==> src/rtl/bnn_pkg.sv <==
// Shared definitions for the binary-weight fully-connected layer:
// default dimensions, the activation type, accumulator sizing and saturation.
package bnn_pkg;

    localparam int INPUT_DIM_DEF  = 16;
    localparam int OUTPUT_DIM_DEF = 8;
    localparam int BIT_WIDTH_DEF  = 8;

    typedef logic signed [BIT_WIDTH_DEF-1:0] act_t;

    // Width that holds a sum of n terms of magnitude up to 2^(bw-1),
    // including the negated most-negative input.
    function automatic int acc_width(input int bw, input int n);
        return bw + $clog2(n) + 1;
    endfunction

    // Clamp a signed value to the range of a bw-bit two's complement number.
    function automatic longint saturate(input longint acc, input int bw);
        longint max_v;
        longint min_v;
        max_v = (longint'(1) <<< (bw - 1)) - longint'(1);
        min_v = -(longint'(1) <<< (bw - 1));
        if (acc > max_v)
            return max_v;
        else if (acc < min_v)
            return min_v;
        else
            return acc;
    endfunction

endpackage

==> src/rtl/bin_neuron.sv <==
// One binary-weight neuron: each input is added or subtracted according to
// its weight bit, and the signed terms are reduced by a balanced adder tree.
// Purely combinational; inputs beyond INPUT_DIM in the padded tree are zero.
module bin_neuron
    import bnn_pkg::*;
#(
    parameter int INPUT_DIM = INPUT_DIM_DEF,
    parameter int BIT_WIDTH = BIT_WIDTH_DEF,
    parameter int ACC_W     = acc_width(BIT_WIDTH_DEF, INPUT_DIM_DEF)
) (
    input  logic [INPUT_DIM-1:0][BIT_WIDTH-1:0] value_in,
    input  logic [INPUT_DIM-1:0]                weight_row,
    output logic signed [ACC_W-1:0]             acc
);

    localparam int LEVELS = $clog2(INPUT_DIM);
    localparam int N_PAD  = 1 << LEVELS;

    genvar l, k;
    generate
        for (l = 0; l <= LEVELS; l++) begin : g_lvl
            localparam int W = N_PAD >> l;
            logic signed [ACC_W-1:0] sum [W];

            if (l == 0) begin : g_leaf
                for (k = 0; k < W; k++) begin : g_k
                    if (k < INPUT_DIM) begin : g_in
                        logic signed [ACC_W-1:0] x_ext;
                        // Sign-extend first so negating the most-negative input is exact.
                        assign x_ext  = ACC_W'($signed(value_in[k]));
                        assign sum[k] = weight_row[k] ? x_ext : -x_ext;
                    end else begin : g_pad
                        assign sum[k] = '0;
                    end
                end
            end else begin : g_add
                for (k = 0; k < W; k++) begin : g_k
                    assign sum[k] = g_lvl[l-1].sum[2*k] + g_lvl[l-1].sum[2*k+1];
                end
            end
        end
    endgenerate

    assign acc = g_lvl[LEVELS].sum[0];

endmodule

==> src/rtl/proposed_model_w_bin.sv <==
// Fully-parallel fully-connected layer with +/-1 weights (BinaryNet style).
// Every output neuron sums its inputs combinationally, the sum is saturated
// to BIT_WIDTH and registered, giving a fixed one-cycle latency with no stall.
// Build option: define PROPOSED_MODEL_RELU_EN to clamp negative results to 0.
module proposed_model_w_bin
    import bnn_pkg::*;
#(
    parameter int INPUT_DIM  = INPUT_DIM_DEF,
    parameter int OUTPUT_DIM = OUTPUT_DIM_DEF,
    parameter int BIT_WIDTH  = BIT_WIDTH_DEF
) (
    input  logic                                  clk,
    input  logic                                  rst_n,
    input  logic                                  in_valid,
    input  logic [INPUT_DIM-1:0][BIT_WIDTH-1:0]   value_in,
    input  logic [OUTPUT_DIM-1:0][INPUT_DIM-1:0]  weight,
    output logic                                  out_valid,
    output logic [OUTPUT_DIM-1:0][BIT_WIDTH-1:0]  value_out
);

    localparam int ACC_W = acc_width(BIT_WIDTH, INPUT_DIM);

    logic signed [ACC_W-1:0]               acc_p0 [OUTPUT_DIM];
    logic [OUTPUT_DIM-1:0][BIT_WIDTH-1:0]  res_p0;
    logic                                  vld_p1;
    longint                                sat_v;

    genvar o;
    generate
        for (o = 0; o < OUTPUT_DIM; o++) begin : g_neuron
            bin_neuron #(
                .INPUT_DIM (INPUT_DIM),
                .BIT_WIDTH (BIT_WIDTH),
                .ACC_W     (ACC_W)
            ) u_neuron (
                .value_in   (value_in),
                .weight_row (weight[o]),
                .acc        (acc_p0[o])
            );
        end
    endgenerate

    // Saturate each accumulator to the activation range (and optionally rectify).
    always_comb begin
        res_p0 = '0;
        sat_v  = 0;
        for (int i = 0; i < OUTPUT_DIM; i++) begin
            sat_v = saturate(longint'(acc_p0[i]), BIT_WIDTH);
`ifdef PROPOSED_MODEL_RELU_EN
            if (sat_v < 0)
                sat_v = 0;
`endif
            res_p0[i] = sat_v[BIT_WIDTH-1:0];
        end
    end

    // ---- stage p0 -> p1: output register; results hold while idle ----
    always_ff @(posedge clk or negedge rst_n) begin
        if (!rst_n) begin
            vld_p1    <= 1'b0;
            value_out <= '0;
        end else begin
            vld_p1 <= in_valid;
            if (in_valid)
                value_out <= res_p0;
        end
    end

    assign out_valid = vld_p1;

endmodule

==> config.mk <==
export PLATFORM = sky130hd
export DESIGN_NAME = proposed_model_w_bin
export DESIGN_NICKNAME = d
export VERILOG_FILES = /design/src/rtl/bnn_pkg.sv /design/src/rtl/bin_neuron.sv /design/src/rtl/proposed_model_w_bin.sv
export SDC_FILE = /design/constraint.sdc
export NUM_CORES = 2
export LEC_CHECK = 0
export CORE_AREA = 2 2 356 358
export DETAILED_ROUTE_END_ITERATION = 12
export DIE_AREA = 0 0 358 360
export GPL_TIMING_DRIVEN = 1
export PLACE_DENSITY = 0.71
export SYNTH_ARGS = -nofsm -noshare
export SYNTH_HDL_FRONTEND = slang
export SYNTH_HIERARCHICAL = 1
export SYNTH_SLANG_ARGS = --single-unit
==> constraint.sdc <==
create_clock -name clk -period 0.8 [get_ports clk]
set_clock_uncertainty 0.2 [all_clocks]
set_input_delay 0.2 -clock clk [delete_from_list [all_inputs] [get_ports clk]]
set_output_delay 0.2 -clock clk [all_outputs]
set_load 0.01 [all_outputs]
==> qor.json <==
{
  "status": {
    "run_status": "complete, but fails checks",
    "violated_checks": "negative hold slack, negative setup slack"
  },
  "setup_path": {
    "cp-start-kind": "input pin",
    "r2r_cells": 2,
    "critPathRequiredTime_ns": 0.88,
    "arrival_ns": 7.24,
    "timing.critical_path.buf_inv": 7,
    "crit_path_max_incr_delay_ns": 0.54,
    "worst_path_most_repeated_cell": "sky130_fd_sc_hd__fa_1",
    "crit_type": "input pin to flip-flop",
    "setup.worst_path.end_class": "flip-flop",
    "path_max_fanout": 11,
    "timing.critical_path.depth": 29,
    "cp_delay_by_family_top": "adder cells",
    "worst_path_max_delay_cell": "sky130_fd_sc_hd__fa_1"
  },
  "drt": {
    "num_vias": 64600,
    "drt-vias-per-instance": 5.89,
    "dr.pass1.iters": 9,
    "drt-initial-drc-count": 7277,
    "number_of_drc_violations_after_detailed_routing": 0,
    "ant_nets": 0,
    "postRouteWirelength_um": 335000,
    "avgRoutedWirePerCell_um": 30.5
  },
  "timing": {
    "rsz_0062_raised_after_global_routing": "true",
    "number_of_pins_with_negative_max_slew_slack_in_the_final_report": 0,
    "tightestPinTransition_ns": 0.868,
    "finalWorstSetupSlack_ns": -6.36,
    "slew_headroom_pct": 41.7,
    "layout_min_cycle_time_ns": 7.16,
    "final_hold_vio_count": 1,
    "worst_hold_slack_ns": -0.0561,
    "final_min_period_over_clock_period_pct": 896,
    "final_setup_violating_endpoints": 147,
    "fmaxAchievable_ghz": 0.140
  },
  "layout": {
    "multi_input_gate_area_in_the_final_layout_mm2": 0.0607,
    "post_layout_nonfiller_instances": 11000,
    "sequential_cell_area_mm2": 0.00163,
    "layout_common_cells": "sky130_fd_sc_hd__buf_4 (1556), sky130_fd_sc_hd__inv_1 (1447), sky130_fd_sc_hd__fa_1 (1122)",
    "mostFrequentLayoutCell": "sky130_fd_sc_hd__buf_4",
    "final_layout_size_suffix_gt1_share_pct": 38.8,
    "final_core_util_pct": 74.6,
    "net_total_in_the_final_layout": 11100,
    "filler_cell_count": 8760,
    "area.growth.synth_to_final_pct": 50.1
  },
  "logic_synthesis": {
    "number_of_storage_elements_in_the_synthesis_netlist": 65,
    "synth.yosys.warnings": 6,
    "synthesis.nets": 8923,
    "synth.lib_cells_used.distinct": 76,
    "yosys_most_used_dff": "sky130_fd_sc_hd__dfrtp_1",
    "synth_edf_count": 0,
    "syn_area_per_cell_um2": 8.71,
    "postSynth.asyncResetShare_pct": 100,
    "netlist_instances": 7136,
    "synth_area_mm2": 0.0621,
    "ys_seq_area_share_pct": 2.62
  },
  "clocking": {
    "clock-sinks": 65,
    "cts.htree.levels": 3,
    "worstSkewPairLatency_ns": 0.43,
    "clk_transition_reported_paths_ns": 0.08,
    "hold_buffers": 1,
    "cts_inserted_buffers": 9,
    "clock_tree.buffer_depth": 2,
    "clk_root_buffer_cell": "sky130_fd_sc_hd__clkbuf_16",
    "clock_tree_from_tritoncts": "built"
  },
  "placed_design": {
    "dp_worst_setup_slack_ns": -7.52,
    "gp_routability_congestion": 1.09,
    "place_inst": 10500,
    "portBuffers": 323,
    "hpwlAfterDp_um": 262000
  },
  "global_routing": {
    "antenna_found_initial": 11,
    "grt_start_max_net_pins": 34,
    "track_usage_pct": 50.1,
    "number_of_global_route_vias_before_repair": 65800,
    "global_route.overflow_total": 0,
    "global_route_wire_length_before_repair_um": 452000
  },
  "floorplanning": {
    "die_width_um": 358,
    "die_area_mm2": 0.129,
    "die_h_um": 360,
    "num_rows": 130,
    "core_area_mm2": 0.125,
    "floorplan.initialDensity_pct": 49.7,
    "io-pin-count": 324
  },
  "flow_run": {
    "max_cap_violations": 0
  },
  "hold_path": {
    "hold_path.class": "input pin to flip-flop",
    "hold_depth": 2
  }
}
-- path summary, 6_finish.rpt --
| check | endpoint | slack (ns) | start |
|---|---|---|---|
| max reg2reg | value_out[31] | -0.30 | value_out[31] |
| min | out_valid | -0.06 | in_valid |
| max in group asynchronous | value_out[12] | -0.01 | rst_n |
| min in group asynchronous | value_out[45] | 0.09 | rst_n |
| max | value_out[14] | -6.36 | value_in[42] |
| min reg2reg | value_out[55] | 0.32 | value_out[55] |
-- final cells by class --
type	count	area share, %
Clock buffer	9	0.242
Timing Repair Buffer	2318	23.8
Tap cell	1650	2.21
Sequential cell	65	1.74
Multi-Input combinational cell	5273	65.2
Inverter	1635	6.77
Antenna cell	10	0.0268
Clock inverter	7	0.0832
-- cell families (layout without fill, tap and decap cells) --
| kind of cell | after synthesis | count (layout) | synth area share (%) |
|---|---|---|---|
| and+or+nand+nor | 1524 | 1524 | 11.9 |
| other | 0 | 10 | 0 |
| buffers and inverters | 1800 | 3969 | 11.0 |
| xor gates and xnor gates | 1067 | 1069 | 15.3 |
| DFF | 65 | 65 | 2.62 |
| AOI/OAI and AO/OA | 924 | 924 | 9.34 |
| adders and majority gates | 1528 | 1528 | 46.0 |
| muxes | 228 | 228 | 3.89 |
-- Yosys cell counts, types with 20 or more instances --
cell type / number / area (um^2)
sky130_fd_sc_hd__inv_1: 1625 / 6100
sky130_fd_sc_hd__mux2i_1: 121 / 1210
sky130_fd_sc_hd__a31oi_1: 75 / 469
sky130_fd_sc_hd__nor4_1: 45 / 282
sky130_fd_sc_hd__ha_1: 272 / 3400
sky130_fd_sc_hd__o21a_1: 24 / 180
sky130_fd_sc_hd__nand2_1: 106 / 398
sky130_fd_sc_hd__nor3_1: 265 / 1330
sky130_fd_sc_hd__xor2_1: 536 / 4690
sky130_fd_sc_hd__nand3_1: 20 / 100
sky130_fd_sc_hd__nand2b_1: 101 / 632
sky130_fd_sc_hd__fa_1: 1256 / 25100
sky130_fd_sc_hd__o22ai_1: 61 / 382
sky130_fd_sc_hd__o311ai_1: 49 / 429
sky130_fd_sc_hd__a21oi_1: 436 / 2180
sky130_fd_sc_hd__nor3b_1: 43 / 323
sky130_fd_sc_hd__nor2_1: 752 / 2820
sky130_fd_sc_hd__dfrtp_1: 65 / 1630
sky130_fd_sc_hd__o21ai_0: 41 / 205
sky130_fd_sc_hd__a31o_2: 20 / 175
sky130_fd_sc_hd__clkbuf_1: 129 / 484
sky130_fd_sc_hd__nor2b_1: 72 / 450
sky130_fd_sc_hd__xnor2_1: 517 / 4530
sky130_fd_sc_hd__a21o_1: 66 / 495
sky130_fd_sc_hd__nor4b_1: 27 / 236
sky130_fd_sc_hd__a211oi_1: 32 / 240
sky130_fd_sc_hd__mux2_2: 107 / 1200
-- stage by stage --
stage / setup TNS (ns) / cell area (um^2)
after floorplan: -348.69 / 64500
after global placement: -478.32 / 81400
after detailed placement: -485.44 / 81400
after CTS: -427.77 / 88900
after global routing: -439.48 / 93200
final: -426.90 / 93200
-- per-layer routing --
metal	up-vias	GRT usage [%]	wire, um
met4	17	40.2	37400
met3	1570	16.6	44800
li1	26500	-	-
met2	4602	73.0	138000
met1	31800	60.4	114000
met5	-	0	270
-- timing repair --
item,in CTS,in global routing
setup buffers,285,155
gates cloned,21,5
gates resized for setup,1205,786
hold endpoints to repair,67,1
pin swaps,566,556
setup endpoints to repair,129,161
-- state kept, by name, summed over array words and instances (netlist names) --
name and cells:
out_valid 1, value_out 64
Power is not shown: default switching activity piles up to over one toggle a cycle in this logic, so the estimate is an artifact.
